## src/rtl/rx_fsm_ctrl_if.sv

```systemverilog
// Control bundle between the UART receive FSM and its counter, sampler and checkers.
// The master side is the FSM; the slave side is the surrounding datapath.
interface rx_fsm_ctrl_if;
    logic       RX_IN;
    logic       PAR_EN;
    logic [5:0] Prescale;
    logic [4:0] edge_cnt;
    logic [2:0] bit_cnt;
    logic       bit_done;
    logic       strt_glitch;
    logic       par_err;
    logic       stp_err;
    logic       edge_count_enable;
    logic       bit_count_enable;
    logic       data_samp_en;
    logic       deser_en;
    logic       strt_chk_en;
    logic       par_chk_en;
    logic       stp_chk_en;
    logic       data_valid;
    logic       PAR_ERR;
    logic       STP_ERR;

    modport master (
        input  RX_IN, PAR_EN, Prescale, edge_cnt, bit_cnt, bit_done,
        input  strt_glitch, par_err, stp_err,
        output edge_count_enable, bit_count_enable, data_samp_en,
        output deser_en, strt_chk_en, par_chk_en, stp_chk_en,
        output data_valid, PAR_ERR, STP_ERR
    );

    modport slave (
        output RX_IN, PAR_EN, Prescale, edge_cnt, bit_cnt, bit_done,
        output strt_glitch, par_err, stp_err,
        input  edge_count_enable, bit_count_enable, data_samp_en,
        input  deser_en, strt_chk_en, par_chk_en, stp_chk_en,
        input  data_valid, PAR_ERR, STP_ERR
    );
endinterface

```

## src/rtl/rx_fsm_ctrl.sv

```systemverilog
// UART receive control FSM: sequences start/data/parity/stop bits, issues mid-bit
// strobes to sampler and checkers, and reports frame status.
module rx_fsm_ctrl (
    input  logic            CLK,
    input  logic            RST,
    rx_fsm_ctrl_if.master   bus
);

    typedef enum logic [2:0] {
        StIdle   = 3'd0,
        StStart  = 3'd1,
        StData   = 3'd2,
        StParity = 3'd3,
        StStop   = 3'd4
    } state_e;

    state_e state_q, state_d;
    logic   par_flag_q, par_flag_d;
    logic   data_valid_q, data_valid_d;
    logic   par_err_q, par_err_d;
    logic   stp_err_q, stp_err_d;

    logic   edge_count_en, bit_count_en, samp_en;
    logic   deser, strt_chk, par_chk, stp_chk;
    logic   strobe;

    // Mid-bit sample point, compared at 6 bits so Prescale=32 cannot overflow.
    assign strobe = ({1'b0, bus.edge_cnt} == ((bus.Prescale >> 1) + 6'd2));

    always_comb begin
        state_d       = state_q;
        edge_count_en = 1'b0;
        bit_count_en  = 1'b0;
        samp_en       = 1'b0;
        deser         = 1'b0;
        strt_chk      = 1'b0;
        par_chk       = 1'b0;
        stp_chk       = 1'b0;
        case (state_q)
            StIdle: begin
                if (!bus.RX_IN) state_d = StStart;
            end
            StStart: begin
                edge_count_en = 1'b1;
                samp_en       = 1'b1;
                strt_chk      = strobe;
                if (bus.bit_done) state_d = bus.strt_glitch ? StIdle : StData;
            end
            StData: begin
                edge_count_en = 1'b1;
                bit_count_en  = 1'b1;
                samp_en       = 1'b1;
                deser         = strobe;
                if (bus.bit_done && (bus.bit_cnt == 3'd7)) begin
                    state_d = bus.PAR_EN ? StParity : StStop;
                end
            end
            StParity: begin
                edge_count_en = 1'b1;
                samp_en       = 1'b1;
                par_chk       = strobe;
                if (bus.bit_done) state_d = StStop;
            end
            StStop: begin
                edge_count_en = 1'b1;
                samp_en       = 1'b1;
                stp_chk       = strobe;
                if (bus.bit_done) state_d = StIdle;
            end
            default: state_d = StIdle;
        endcase
    end

    always_comb begin
        par_flag_d   = par_flag_q;
        data_valid_d = 1'b0;
        par_err_d    = par_err_q;
        stp_err_d    = stp_err_q;
        if ((state_q == StIdle) && (state_d == StStart)) begin
            par_flag_d = 1'b0;
        end else if ((state_q == StParity) && bus.bit_done) begin
            par_flag_d = bus.par_err;
        end
        // Status only updates on a completed frame; a start glitch leaves it untouched.
        if ((state_q == StStop) && bus.bit_done) begin
            data_valid_d = !par_flag_q && !bus.stp_err;
            par_err_d    = par_flag_q;
            stp_err_d    = bus.stp_err;
        end
    end

    always_ff @(posedge CLK or negedge RST) begin
        if (!RST) begin
            state_q      <= StIdle;
            par_flag_q   <= 1'b0;
            data_valid_q <= 1'b0;
            par_err_q    <= 1'b0;
            stp_err_q    <= 1'b0;
        end else begin
            state_q      <= state_d;
            par_flag_q   <= par_flag_d;
            data_valid_q <= data_valid_d;
            par_err_q    <= par_err_d;
            stp_err_q    <= stp_err_d;
        end
    end

    assign bus.edge_count_enable = edge_count_en;
    assign bus.bit_count_enable  = bit_count_en;
    assign bus.data_samp_en      = samp_en;
    assign bus.deser_en          = deser;
    assign bus.strt_chk_en       = strt_chk;
    assign bus.par_chk_en        = par_chk;
    assign bus.stp_chk_en        = stp_chk;
    assign bus.data_valid        = data_valid_q;
    assign bus.PAR_ERR           = par_err_q;
    assign bus.STP_ERR           = stp_err_q;

endmodule

```

## src/flat_wrapper.sv

```systemverilog
// flat-port wrapper written by rule: the top's interface ports become plain ports
module rx_fsm_ctrl_flat 
  (CLK, RST, bus_RX_IN, bus_PAR_EN, bus_Prescale, bus_edge_cnt, bus_bit_cnt, bus_bit_done, bus_strt_glitch, bus_par_err, bus_stp_err, bus_edge_count_enable, bus_bit_count_enable, bus_data_samp_en, bus_deser_en, bus_strt_chk_en, bus_par_chk_en, bus_stp_chk_en, bus_data_valid, bus_PAR_ERR, bus_STP_ERR);
  rx_fsm_ctrl_if bus_i ();
  input  logic CLK;
  input  logic RST;
  input wire logic [$bits(bus_i.RX_IN)-1:0] bus_RX_IN;
  input wire logic [$bits(bus_i.PAR_EN)-1:0] bus_PAR_EN;
  input wire logic [$bits(bus_i.Prescale)-1:0] bus_Prescale;
  input wire logic [$bits(bus_i.edge_cnt)-1:0] bus_edge_cnt;
  input wire logic [$bits(bus_i.bit_cnt)-1:0] bus_bit_cnt;
  input wire logic [$bits(bus_i.bit_done)-1:0] bus_bit_done;
  input wire logic [$bits(bus_i.strt_glitch)-1:0] bus_strt_glitch;
  input wire logic [$bits(bus_i.par_err)-1:0] bus_par_err;
  input wire logic [$bits(bus_i.stp_err)-1:0] bus_stp_err;
  output wire logic [$bits(bus_i.edge_count_enable)-1:0] bus_edge_count_enable;
  output wire logic [$bits(bus_i.bit_count_enable)-1:0] bus_bit_count_enable;
  output wire logic [$bits(bus_i.data_samp_en)-1:0] bus_data_samp_en;
  output wire logic [$bits(bus_i.deser_en)-1:0] bus_deser_en;
  output wire logic [$bits(bus_i.strt_chk_en)-1:0] bus_strt_chk_en;
  output wire logic [$bits(bus_i.par_chk_en)-1:0] bus_par_chk_en;
  output wire logic [$bits(bus_i.stp_chk_en)-1:0] bus_stp_chk_en;
  output wire logic [$bits(bus_i.data_valid)-1:0] bus_data_valid;
  output wire logic [$bits(bus_i.PAR_ERR)-1:0] bus_PAR_ERR;
  output wire logic [$bits(bus_i.STP_ERR)-1:0] bus_STP_ERR;
  assign bus_i.RX_IN = bus_RX_IN;
  assign bus_i.PAR_EN = bus_PAR_EN;
  assign bus_i.Prescale = bus_Prescale;
  assign bus_i.edge_cnt = bus_edge_cnt;
  assign bus_i.bit_cnt = bus_bit_cnt;
  assign bus_i.bit_done = bus_bit_done;
  assign bus_i.strt_glitch = bus_strt_glitch;
  assign bus_i.par_err = bus_par_err;
  assign bus_i.stp_err = bus_stp_err;
  assign bus_edge_count_enable = bus_i.edge_count_enable;
  assign bus_bit_count_enable = bus_i.bit_count_enable;
  assign bus_data_samp_en = bus_i.data_samp_en;
  assign bus_deser_en = bus_i.deser_en;
  assign bus_strt_chk_en = bus_i.strt_chk_en;
  assign bus_par_chk_en = bus_i.par_chk_en;
  assign bus_stp_chk_en = bus_i.stp_chk_en;
  assign bus_data_valid = bus_i.data_valid;
  assign bus_PAR_ERR = bus_i.PAR_ERR;
  assign bus_STP_ERR = bus_i.STP_ERR;
  rx_fsm_ctrl u_core (.CLK(CLK), .RST(RST), .bus(bus_i));
endmodule
```

## config.mk

```make
export PLATFORM = sky130hd
export DESIGN_NAME = rx_fsm_ctrl_flat
export DESIGN_NICKNAME = d
export VERILOG_FILES = /design/src/rtl/rx_fsm_ctrl_if.sv /design/src/rtl/rx_fsm_ctrl.sv /design/src/flat_wrapper.sv
export SDC_FILE = /design/constraint.sdc
export NUM_CORES = 1
export LEC_CHECK = 0
export ABC_AREA = 1
export BUFFER_PORTS_ARGS = -buffer_cell sky130_fd_sc_hd__buf_4
export CORE_AREA = 2 2 40 42
export CTS_CLUSTER_DIAMETER = 50
export CTS_CLUSTER_SIZE = 40
export DETAILED_ROUTE_END_ITERATION = 8
export DIE_AREA = 0 0 42 44
export PLACE_DENSITY = 0.75
export SLEW_MARGIN = 10
export SYNTH_ARGS = -nofsm -noshare
export SYNTH_HDL_FRONTEND = slang
export SYNTH_SLANG_ARGS = --single-unit
```

## constraint.sdc

```tcl
create_clock -name CLK -period 1.3 [get_ports CLK]
set_input_delay 0.065 -clock CLK [delete_from_list [all_inputs] [get_ports CLK]]
set_output_delay 0.065 -clock CLK [all_outputs]
set_load 0.03 [all_outputs]
```

# Yosys cells after proc, flatten, opt, wreduce, memory -nomap -nowiden
# Index checks and enable logic that the tools add are counted.
# totals
ff_bits	7
wordCells	40
# op_classes
n_addsub	1
n_eq_ne	7
mux	17
n_reduce_logical	10
# op_table
operator	count
3-bit two-way mux	6
3-bit one-hot mux with 5 select lines	1
1-bit two-way mux	9
5-bit by 2-bit adder with 6-bit output, second input constant	1
3-bit by 1-bit equality test with 1-bit output, second input constant	2
3-bit by 2-bit equality test with 1-bit output, second input constant	2
3-bit equality test, second input constant	2
5-bit by 6-bit equality test with 1-bit output	1
1-bit logical AND	5
4-bit OR reduction	1
3-bit logical NOT	1
1-bit logical NOT	2
2-bit two-way mux	1
2-bit nonzero test	1

# Depth between registers and ports, before layout
# depth
depth_word	7
ltp_mapped	8
depth_no_buf	8

# Least setup slack after synthesis
# No wires, ideal clock.
# synth_timing
kind	register to output
start	register u_core.state_q[0]
end	output bus_edge_count_enable
arrival_ns	1.461
required_time_ns	1.235
setup_slack_ns	-0.226
stages_incl_launch_ff	5
cell_sequence	dfrtp_1 -> nor3_4 -> inv_2 -> nand3_1 -> buf_4
# synth_via
elab_chain_len	3
elab_cells_between_ends	6
# synth_lines
element	line	rtl
start: declaration	rx_fsm_ctrl.sv:17	state_e state_q, state_d;
start signal: assignment	rx_fsm_ctrl.sv:94	state_q <= StIdle;
start signal: assignment	rx_fsm_ctrl.sv:100	state_q <= state_d;
3-bit by 1-bit equality test with 1-bit output (tied with other cells)	-	
4-bit OR reduction (no line) (*)	-	
1-bit two-way mux (*)	-	
end: declaration	flat_wrapper.sv:16	output wire logic [$bits(bus_i.edge_count_enable)-1:0] bus_edge_count_enable;
# Every way passes the cells marked *; elsewhere a longest branch is shown, timed or not.

# Final worst setup path
# layout_timing
start	register u_core.state_q[2]
end	output bus_deser_en
# layout_via
elab_chain_len	2
# layout_lines
element	line	rtl
3-bit by 2-bit equality test with 1-bit output	rx_fsm_ctrl.sv:39	case (state_q)
1-bit two-way mux	rx_fsm_ctrl.sv:39	
end: declaration	flat_wrapper.sv:19	output wire logic [$bits(bus_i.deser_en)-1:0] bus_deser_en;
# No other way between the ends.

==> run metrics <==
outcome=finished with violations; failing checks=negative setup slack; part of the cycle the worst path needs=102%; r2r startpoint=u_core.state_q[2]; hold slack=between 0.05 and 0.06 ns; layout cells sized above 1=between 50 and 60%; Die Span Y=44 um; Startpoint Class=flip-flop; Layout Skew=0.00136 ns; synthesis warning total=0; post-synthesis xor/xnor area fraction=under 10%; post-synthesis mux area share=0%; CTS max path bufs=2; DRT Pass-1 Iters=4; synthesized netlist cell count=a little over 80; r2r worst-path depth=7; pin count of the biggest net entering global routing=9; Worst-Skew Late Latency=0.25 ns; Post-Place Cell Area=823 um^2; DR WL/cell=between 10 and 15 um; Finished Core Util=69.8%; Slew headroom=roughly nine tenths; Power Total=approximately 0.0015 W; initial antenna violation count=0; Setup violations, final=3; worst-path cell chain=buf_6 -> nor3_4 -> inv_2 -> nor2_2 -> buf_6; Pleak=0.507 nW; adder-cell share of the synthesized area=under 10%; dpl hpwl=~1100 um; CTS tree=yes; CP max stage cell=dfrtp_1; R2R Setup Slk=0.10 ns; Row Count=14; RSZ-0062 raised after global routing=yes; slowest cell delay on critical path=around 0.40 ns; Hold Vio Cnt, Final=0; DRT antenna net count=0; Port Buf Inserts=30; complex-gate fraction of the synthesized area=between 4 and 5%; Nets=about 150; first-pass GRT wire length=around 2600 um; Simple-Gate Fraction of Synth Area=45.1%; CP arrival=around 1.3 ns; Mapped Area=~560 um^2; Starting Density=about two fifths; Hold Path Class=in -> reg; Non-Filler Cell Area, Final=990 um^2; Most common cell on crit path=buf_6; DRC viols=0; WL final=about 1500 um; Worst Setup SP=u_core.state_q[2]; # clock sinks=7; CTS clk-pin slew, worst paths=~0.050 ns; synthesized area per cell=roughly 6.8 um^2; sequential share of the synthesized area=about a third; Core Area=0.00142 mm^2; distinct cell type count after synthesis=18; Worst Tran Pin Value=between 0.15 and 0.2 ns; final setup margin=-0.0240 ns; non-filler instance count after layout=approximately 140; Pwr per Cell Area=roughly 1500 mW/mm^2; GRT Total Usage=between 10% and 20%; WS Path Type=reg -> out; via/cell ratio=about 4.8; Reg-to-Reg End=u_core.bus.STP_ERR; H-tree depth=1; I/O Pins=32; Iter 0 DRT Violations=13; #FFs+latches synth=7; number of global-route vias before repair=approximately 620; Syn Nets=105; WP data required=about 1.2 ns; Max-Cap Viols=0; area of the die=between 0.0015 and 0.002 mm^2; CTS root buf=clkbuf_4; TritonCTS Buffers=3; Worst VDD drop=between 0.0007 and 0.0008 V; largest family of logic cells by synthesized area=simple AND/OR/NAND/NOR gates; total gr overflow=0; Area Overhead vs Synth=77.4%; dpl cells=roughly 130; Crit. End Element=output port; n_diodes=0; Max Slew Vio Count=0; total number of vias=670; Peak Freq=0.755 GHz; routability cong.=0.810; Worst Setup EP=bus_deser_en; Die W=around 42 um; Final min period=1.32 ns; Max FO, Critical Path=3
## flip-flops by register name, indices dropped and copies added (netlist names)
register / flops
u_core.bus.PAR_ERR: 1
u_core.bus.STP_ERR: 1
u_core.bus.data_valid: 1
u_core.par_flag_q: 1
u_core.state_q: 3
## layout make-up
type / instances / area [um^2]
Clock buffer: 4 / 26.3
Fill cell: 111 / 429
Inverter: 14 / 55.1
Multi-Input combinational cell: 59 / 372
Sequential cell: 7 / 178
Tap cell: 16 / 20.0
Timing Repair Buffer: 41 / 339
## per-stage QoR
stage               TNS (ns)  setup WS [ns]
finish               -0.0576        -0.0240
CTS                   -0.186        -0.0503
floorplan             -0.142        -0.0746
global route          -0.510        -0.0961
detailed placement   -0.0293        -0.0293
global placement           0         0.0292
## power by group
group	switching, W	internal (W)	total (W)
logic	0.000500	0.000422	0.000922
clock network	0.0000829	0.000117	0.000200
registers	0.0000900	0.000291	0.000381
total	0.000673	0.000830	0.00150
## layer usage
metal  up-vias  routed length [um]  track usage, %
met5         -                   0               0
met4         0                   0            5.81
met3         0                  70            2.50
met2        21                 818            32.8
met1       307                 650            22.9
li1        342                   -               -
## worst min-delay path by stage
stage                            from                     to  slack [ns]  cells past startpoint
after CTS                 bus_par_err      u_core.par_flag_q        0.05                      3
after floorplan                   RST     u_core.bus.PAR_ERR       -0.23                      0
after detailed placement          RST     u_core.bus.PAR_ERR       -0.12                      1
after global routing      bus_par_err      u_core.par_flag_q        0.07                      3
after global placement            RST  u_core.bus.data_valid       -0.12                      1
final                     bus_par_err      u_core.par_flag_q        0.05                      3
## timing repair
action | in CTS | in global routing
pin swaps | 5 | 5
hold buffers | 2 | 0
setup endpoints to repair | 7 | 7
hold endpoints to repair | 8 | 0
setup buffers | 4 | 3
resized for setup | 15 | 6
## worst max-delay path: cells and delay by family (launching register included)
family / cells / cell delay [ns]
AND/OR/NAND/NOR: 2 / 0.26
flip-flops: 1 / 0.40
buffers and inverters: 3 / 0.34
## cell usage in the layout, fill, tap and decap left out
master / instances
o211ai_2: 1
nor3_2: 1
inv_2: 5
nand3_1: 11
dfrtp_2: 2
nor2_4: 3
inv_1: 8
nand2_2: 2
clkbuf_1: 1
clkbuf_4: 3
nor2_1: 4
ha_2: 1
xnor2_1: 2
xor2_1: 1
dlygate4sd3_1: 2
nand3b_1: 1
nor3_4: 2
buf_6: 7
nor2_2: 4
nand2_4: 1
dfrtp_1: 5
nand3_4: 1
o211ai_1: 2
inv_4: 1
buf_4: 32
nand2_1: 22
## cell usage after synthesis
library cell | n | area (um^2)
nor3_4 | 1 | 16.3
nand2_1 | 23 | 86.3
o211ai_2 | 1 | 12.5
nor3_2 | 2 | 20.0
nand2_2 | 2 | 12.5
inv_1 | 9 | 33.8
o211ai_1 | 2 | 15.0
xor2_1 | 1 | 8.76
ha_1 | 1 | 12.5
nor2_4 | 1 | 11.3
xnor2_1 | 2 | 17.5
inv_2 | 5 | 18.8
buf_2 | 1 | 5.00
buf_4 | 1 | 7.51
nand3_1 | 12 | 60.1
nor2_1 | 10 | 37.5
dfrtp_1 | 7 | 175
nand3b_1 | 1 | 7.51
## cell families (layout without fill, tap and decap cells)
logic type	count (synthesis)	after routing
buf+inv	16	59
simple gates	52	52
flops	7	7
compound gates	3	3
fa+ha+maj	1	1
xor+xnor	3	3
No activity file was read; power rests on OpenSTA's default activity.
